**src/rtl/seg_scan_ctrl.sv**
```systemverilog
// Four-digit 7-segment scan controller: prescaled digit/gap sequencing with
// a one-entry shadow register that is committed only at frame boundaries.
module seg_scan_ctrl #(
  parameter int unsigned DIV       = 1000,
  parameter int unsigned GAP_TICKS = 1
) (
  input  logic        clk,
  input  logic        rst,
  input  logic        load_valid,
  input  logic [15:0] load_data,
  output logic        load_ready,
  input  logic [3:0]  blank_mask,
  output logic [3:0]  nib,
  output logic [3:0]  an,
  output logic        frame_tick
);

  localparam int unsigned PW = $clog2(DIV);
  localparam int unsigned GW = (GAP_TICKS > 1) ? $clog2(GAP_TICKS) : 1;
  localparam logic [PW-1:0] PLAST = PW'(DIV - 1);
  localparam logic [GW-1:0] GLAST = GW'((GAP_TICKS > 0) ? GAP_TICKS - 1 : 0);

  localparam logic [0:0] SHOW = 1'b0;
  localparam logic [0:0] GAP  = 1'b1;

  logic [PW-1:0] pcnt, pcnt_n;
  logic [GW-1:0] gcnt, gcnt_n;
  logic [0:0]    phase, phase_n;
  logic [1:0]    d, d_n;
  logic [15:0]   disp, disp_n;
  logic [15:0]   shadow, shadow_n;
  logic          pending, pending_n;
  logic [3:0]    an_n, nib_n;
  logic          tick, frame_end, accept;

  assign load_ready = ~pending;

  // State register; outputs are registered copies of the next-state decode.
  always_ff @(posedge clk) begin
    if (rst) begin
      pcnt       <= '0;
      gcnt       <= '0;
      phase      <= SHOW;
      d          <= 2'd0;
      disp       <= 16'h0000;
      shadow     <= 16'h0000;
      pending    <= 1'b0;
      an         <= 4'hF;
      nib        <= 4'h0;
      frame_tick <= 1'b0;
    end else begin
      pcnt       <= pcnt_n;
      gcnt       <= gcnt_n;
      phase      <= phase_n;
      d          <= d_n;
      disp       <= disp_n;
      shadow     <= shadow_n;
      pending    <= pending_n;
      an         <= an_n;
      nib        <= nib_n;
      frame_tick <= frame_end;
    end
  end

  // Next-state, handshake/commit and output decode.
  always_comb begin
    tick      = (pcnt == PLAST);
    pcnt_n    = tick ? '0 : pcnt + PW'(1);
    phase_n   = phase;
    d_n       = d;
    gcnt_n    = gcnt;
    frame_end = 1'b0;

    if (tick) begin
      if (phase == SHOW) begin
        if (GAP_TICKS > 0) begin
          phase_n = GAP;
          gcnt_n  = '0;
        end else begin
          d_n       = d + 2'd1;
          frame_end = (d == 2'd3);
        end
      end else if (gcnt == GLAST) begin
        phase_n   = SHOW;
        gcnt_n    = '0;
        d_n       = d + 2'd1;
        frame_end = (d == 2'd3);
      end else begin
        gcnt_n = gcnt + GW'(1);
      end
    end

    // Load and commit are mutually exclusive: a commit needs pending=1, a load needs pending=0.
    accept    = load_valid && !pending;
    shadow_n  = accept ? load_data : shadow;
    pending_n = pending;
    disp_n    = disp;
    if (accept) begin
      pending_n = 1'b1;
    end else if (frame_end && pending) begin
      disp_n    = shadow;
      pending_n = 1'b0;
    end

    if (phase_n == GAP || blank_mask[d_n]) begin
      an_n = 4'hF;
    end else begin
      an_n = ~(4'b0001 << d_n);
    end

    case (d_n)
      2'd0:    nib_n = disp_n[3:0];
      2'd1:    nib_n = disp_n[7:4];
      2'd2:    nib_n = disp_n[11:8];
      default: nib_n = disp_n[15:12];
    endcase
  end

endmodule
```
**config.mk**
```make
export PLATFORM = sky130hd
export DESIGN_NAME = seg_scan_ctrl
export DESIGN_NICKNAME = d
export VERILOG_FILES = /design/src/rtl/seg_scan_ctrl.sv
export SDC_FILE = /design/constraint.sdc
export NUM_CORES = 1
export LEC_CHECK = 0
export CELL_PAD_IN_SITES_DETAIL_PLACEMENT = 0
export CELL_PAD_IN_SITES_GLOBAL_PLACEMENT = 2
export CORE_MARGIN = 2
export CORE_UTILIZATION = 29
export CTS_CLUSTER_DIAMETER = 100
export DETAILED_ROUTE_END_ITERATION = 7
export MAX_ROUTING_LAYER = met4
export PLACE_DENSITY_LB_ADDON = 0.05
export RECOVER_POWER = 50
export SETUP_SLACK_MARGIN = 0.2
export SLEW_MARGIN = 20
export SYNTH_ARGS = -nofsm -noshare
export SYNTH_HDL_FRONTEND = slang
export SYNTH_SLANG_ARGS = --single-unit
export TNS_END_PERCENT = 50
```
**constraint.sdc**
```tcl
create_clock -name clk -period 2.27 [get_ports clk]
set_clock_uncertainty 0.1 [all_clocks]
set_input_delay 0.3405 -clock clk [delete_from_list [all_inputs] [get_ports clk]]
set_output_delay 0.3405 -clock clk [all_outputs]
set_load 0.01 [all_outputs]
```
Word-level counts from Yosys, hierarchy flattened
Index checks and enable logic that the tools add are counted.
{"block": "totals", "mem_bits_rw": 0, "romBits": 0, "latchBits": 0, "word_cells": 47, "regBits": 56, "memories": 0}
{"block": "op_classes", "n_lt_le_gt_ge": 1, "bitwise": 2, "div_mod_pow": 0, "mul": 0, "add_sub_neg": 3, "reduce_logical": 8, "shifts": 1, "mux": 18, "eq_ne": 4}
{"op": "$mux 16", "n": 2}
{"op": "$pmux 4 s3", "n": 1}
{"op": "$mux 1", "n": 11}
{"op": "$add 10x1->10 const B", "n": 1}
{"op": "$eq 10x10->1 const B", "n": 1}
{"op": "$mux 2", "n": 3}
{"op": "$eq 2x2->1 const B", "n": 2}
{"op": "$not 4->4", "n": 1}
{"op": "$reduce_or 2->1", "n": 2}
{"op": "$shl 1x2->4 const A", "n": 1}
{"op": "$lt 2x3->1 const B", "n": 1}
{"op": "$add 2x1->2 const B", "n": 1}
{"op": "$bmux 1 s2", "n": 1}
{"op": "$eq 2x1->1 const B", "n": 1}
{"op": "$logic_and 1x1->1", "n": 2}
{"op": "$logic_not 2->1", "n": 1}
{"op": "$reduce_bool 2->1", "n": 1}
{"op": "$add 1x1->1 const B", "n": 1}
{"op": "$logic_not 1->1", "n": 1}
{"op": "$logic_or 1x1->1", "n": 1}
{"op": "$not 1->1", "n": 1}

Depth between registers and ports, before layout
{"block": "logic_depth", "ltp_word": 8, "depth_mapped": 7, "mapped_depth_nobuf": 6}

Worst setup path after synthesis
OpenSTA, ideal clock, no wires.
{"block": "synth_timing", "kind": "reg-to-reg", "startpoint": "reg pcnt[0]", "endpoint": "reg an[1]", "setup_slack_ns": -0.166, "required_time_ns": 2.028, "stages_incl_launch_ff": 6, "arrival_time_ns": 2.194, "period_less_slack_ns": 2.436, "setup_time_ns": 0.142, "cell_sequence": "dfxtp_1 > ha_1 > nand2_1 > nor4_2 > mux2i_1 > or4b_2"}
{"block": "synth_via", "elab_chain_len": 6, "word_cells_on_any_way": 9, "cone_classes": "eq/ne: 1; shift: 1; mux: 4; bitwise: 1; reduce/logical: 2"}
{"element": "from (decl)", "line_no": "26", "text": "logic [PW-1:0] pcnt, pcnt_n;"}
{"element": "from (signal assigned)", "line_no": "52", "text": "pcnt <= pcnt_n;"}
{"element": "$eq 10x10->1 *", "line_no": "67", "text": "tick = (pcnt == PLAST);"}
{"element": "$mux 2", "line_no": "74", "text": "if (tick) begin"}
{"element": "$bmux 1 s2", "line_no": "105", "text": "if (phase_n == GAP || blank_mask[d_n]) begin"}
{"element": "$mux 1 (implied by the code)", "line_no": "105"}
{"element": "$logic_or 1x1->1", "line_no": "105"}
{"element": "$reduce_or 2->1 (no line)"}
{"element": "to (signal assigned)", "line_no": "59", "text": "an <= an_n;"}
{"element": "to (decl)", "line_no": "14", "text": "output logic [3:0] an,"}
Every way passes the cells marked *; elsewhere a longest branch is shown, timed or not. The select of a mux whose other input is x is not followed.
A chain may end at the register's enable or synchronous reset.

Worst setup path in the final report
{"block": "layout_timing", "startpoint": "reg pcnt[3]", "endpoint": "reg nib[0]"}
{"block": "layout_via", "elab_chain_len": 6, "word_cells_on_any_way": 10, "cone_classes": "eq/ne: 3; mux: 5; reduce/logical: 2"}
{"element": "$eq 10x10->1 *", "line_no": "67"}
{"element": "$mux 1", "line_no": "74"}
{"element": "$logic_and 1x1->1", "line_no": "100", "text": "end else if (frame_end && pending) begin"}
{"element": "$mux 16", "line_no": "100"}
{"element": "$mux 16", "line_no": "98", "text": "if (accept) begin"}
{"element": "$pmux 4 s3 *", "line_no": "111", "text": "case (d_n)"}
{"element": "to (signal assigned)", "line_no": "60", "text": "nib <= nib_n;"}
{"element": "to (decl)", "line_no": "13", "text": "output logic [3:0] nib,"}
Every way passes the cells marked *; elsewhere a longest branch is shown, timed or not.

==> results.yml <==
run_status:
  status: "finished, final reports clean"
yosys:
  ys_seq_area_share_pct: 50.9
  synth_area_leaders: "dfxtp_1 (51%), mux2_2 (7.3%), nand2_1 (6.2%), mux2i_1 (4.2%), nor2_1 (4.0%)"
  ys.flop_type: "dfxtp_1"
  syn_avg_cell_area_sq_um: 9.58
  async_flop_share_pct: 0
  syn-num-nets: 251
  synth.distinct_cells: 33
  syn-cell-area_sq_um: 2160
  synth_edf_count: 0
  yosysWarnings: 0
  synth_largest_area_cell: "dfxtp_1"
  synth_cells: 226
  synth_top_area_share_pct: 50.9
  synth_seq_cells: 55
route:
  via_per_inst: 4.42
  drt_iter0_drc: 31
  ant_nets: 0
  wl_per_cell_microns: 12.9
  drc_errors: 0
  drt_wl_total_mm: 4.69
  first_pass_iters: 4
  dr_total_vias: 1603
die:
  initial_core_util_pct: 29.8
  dieWidth_microns: 90.4
  core_sq_um: 7250
  die_area_sq_um: 8170
  dieHeight_microns: 90.4
  num_rows: 31
  ios: 33
worst_setup_path:
  cp-start-kind: "flop"
  r2r_end: "nib[0]"
  crit_arrival_ps: 2190
  reg2reg_depth: 7
  reg2reg_from: "pcnt[3]"
  crit_path_end_kind: "flop"
  path_class: "reg -> reg"
  r2r_slack_ps: 180
  worstPathRequired_ps: 2360
  cp-endpoint: "nib[0]"
  cp-startpoint: "pcnt[3]"
  worstPathMaxFanout: 9
timing:
  fin_setup_tns_ps: 0
  rsz0062_at_grt: "true"
  setup_viol: 0
  fin_crit_ps: 2090
  worst_pin_slew_ps: 575
  max_freq_ghz: 0.477
  drv_slew: 0
  hold_violations: 0
  finalCritPeriodShare_pct: 92.3
  slew_headroom_pct: 61.6
run:
  drv_cap: 0
worst_hold_path:
  min_path_type: "reg -> reg"
  hold_start: "pcnt[0]"
clocking:
  cts_tree: "built"
  cts_hold_buf: 0
  root_buffer: "clkbuf_8"
  insertion_delay_ps: 300
  clockBufferDepth: 2
  cts_buffers: 5
  clk_pin_slew_ps: 90
  cts_max_level: 2
  cts.sinks: 55
cells_and_area:
  drive_gt1_share_pct: 18.2
  final_nets: 289
  mostFrequentLayoutCells: "dfxtp_1 (50), nand2_1 (35), nor2_1 (23), clkdlybuf4s50_1 (22), a21oi_1 (17)"
  num_antenna_cells: 0
  synthToLayoutAreaGrowth_pct: 30.5
  layout_commonest_cell: "dfxtp_1"
global_route:
  grt.overflow.total: 0
  grt_pass1_wl_mm: 7.94
  grt_start_max_net_pins: 38
  grt_usage_pct: 12.5
  antenna_found_initial: 0
  grt_pass1_vias: 1631
place:
  place_hpwl_mm: 3.21
  io_buffer_count: 32
  finalWeightedCongestion: 0.716
power:
  ir_drop_mv: 0.268
  finalPower_w: 0.00165
  leakage_nw: 1.10
  powerDensity_nw_per_um2: 585
what timing repair did:
item,4_1_cts,5_1_grt
cloned,0,1
endpoints found under the setup margin,6,6
setup buffers,1,2
resized for setup,1,5
pin swaps,1,0
synth_stat cells, types with 2 or more instances:
cell type   n
nor2b_1    10
and3_1      3
nand2_1    36
ha_1        2
nor3_1      3
mux2_2     14
nand3_1     6
a21oi_1    17
xor2_1      5
inv_1       3
a211oi_1    4
clkbuf_1    9
nand2b_1    2
mux2i_1     9
or4b_2      2
nor2_1     23
o22ai_1     4
xnor2_1     5
dfxtp_1    55
worst min path at each step:
| stage | slack, ps | end | cells after the start |
|---|---|---|---|
| floorplan | 320 | pcnt[0] | 1 |
| global placement | 320 | pcnt[0] | 1 |
| detailed placement | 330 | pcnt[0] | 1 |
| CTS | 350 | pcnt[0] | 1 |
| global route | 370 | pcnt[0] | 1 |
| finish | 340 | pcnt[0] | 1 |
kinds of logic (layout without fill, tap and decap cells):
logic type,after synthesis,count (layout),share of synthesized area [%]
mux,23,23,11.4
compound gates,26,26,6.82
flops,55,55,50.9
fa+ha+maj,2,2,1.16
simple gates,95,95,22.7
xor+xnor,10,10,4.05
buf+inv,15,53,3.01
critical path: stages, from the launching register on:
cell and delay (ps):
dfxtp_1 360, nand3b_1 310, nor4_4 260, buf_4 180
buf_12 140, mux2_2 340, o22ai_1 220, a211oi_1 70
per-stage QoR:
step | utilization [%] | area, sq um | hold slack, ps | setup WS [ps] | std cells
final | 39.0 | 2830 | 343 | 176 | 363
after global routing | 39.0 | 2830 | 371 | 101 | 363
after CTS | 38.3 | 2780 | 347 | 195 | 360
after detailed placement | 36.9 | 2680 | 333 | 95.3 | 352
after global placement | 36.9 | 2680 | 323 | 155 | 352
after floorplan | - | 2210 | 316 | 203 | 226
report_power, final:
| group | switching, W | internal [W] | total (W) |
|---|---|---|---|
| Sequential | 0.0000153 | 0.000988 | 0.00100 |
| Clock | 0.000298 | 0.000240 | 0.000538 |
| Combinational | 0.0000508 | 0.0000602 | 0.000111 |
| Total | 0.000364 | 0.00129 | 0.00165 |
flip-flops by register name (all words and copies together), names as in the netlist:
| name | count |
|---|---|
| disp | 16 |
| shadow | 16 |
| pcnt | 10 |
| an | 4 |
| nib | 4 |
| d | 2 |
| frame_tick | 1 |
| pending | 1 |
| phase | 1 |
per-layer routing:
metal | vias to the layer above | GRT usage (%) | share of wire [%]
met1 | 737 | 16.6 | 52
met3 | 5 | 3.51 | 4.1
met2 | 28 | 18.5 | 42
met4 | 0 | 3.85 | 1.5
li1 | 833 | - | -
met5 | - | - | 0
area by class of cell:
cell class,instances,area (sq um)
well taps,99,124
inverters,3,11.3
repair buffers,43,442
flip-flops and latches,55,1110
fillers,795,4430
clock inverters,1,5.00
multi-input cells,156,1050
clock buffers,6,82.6
Note: power is estimated with default switching activity, not from simulation.
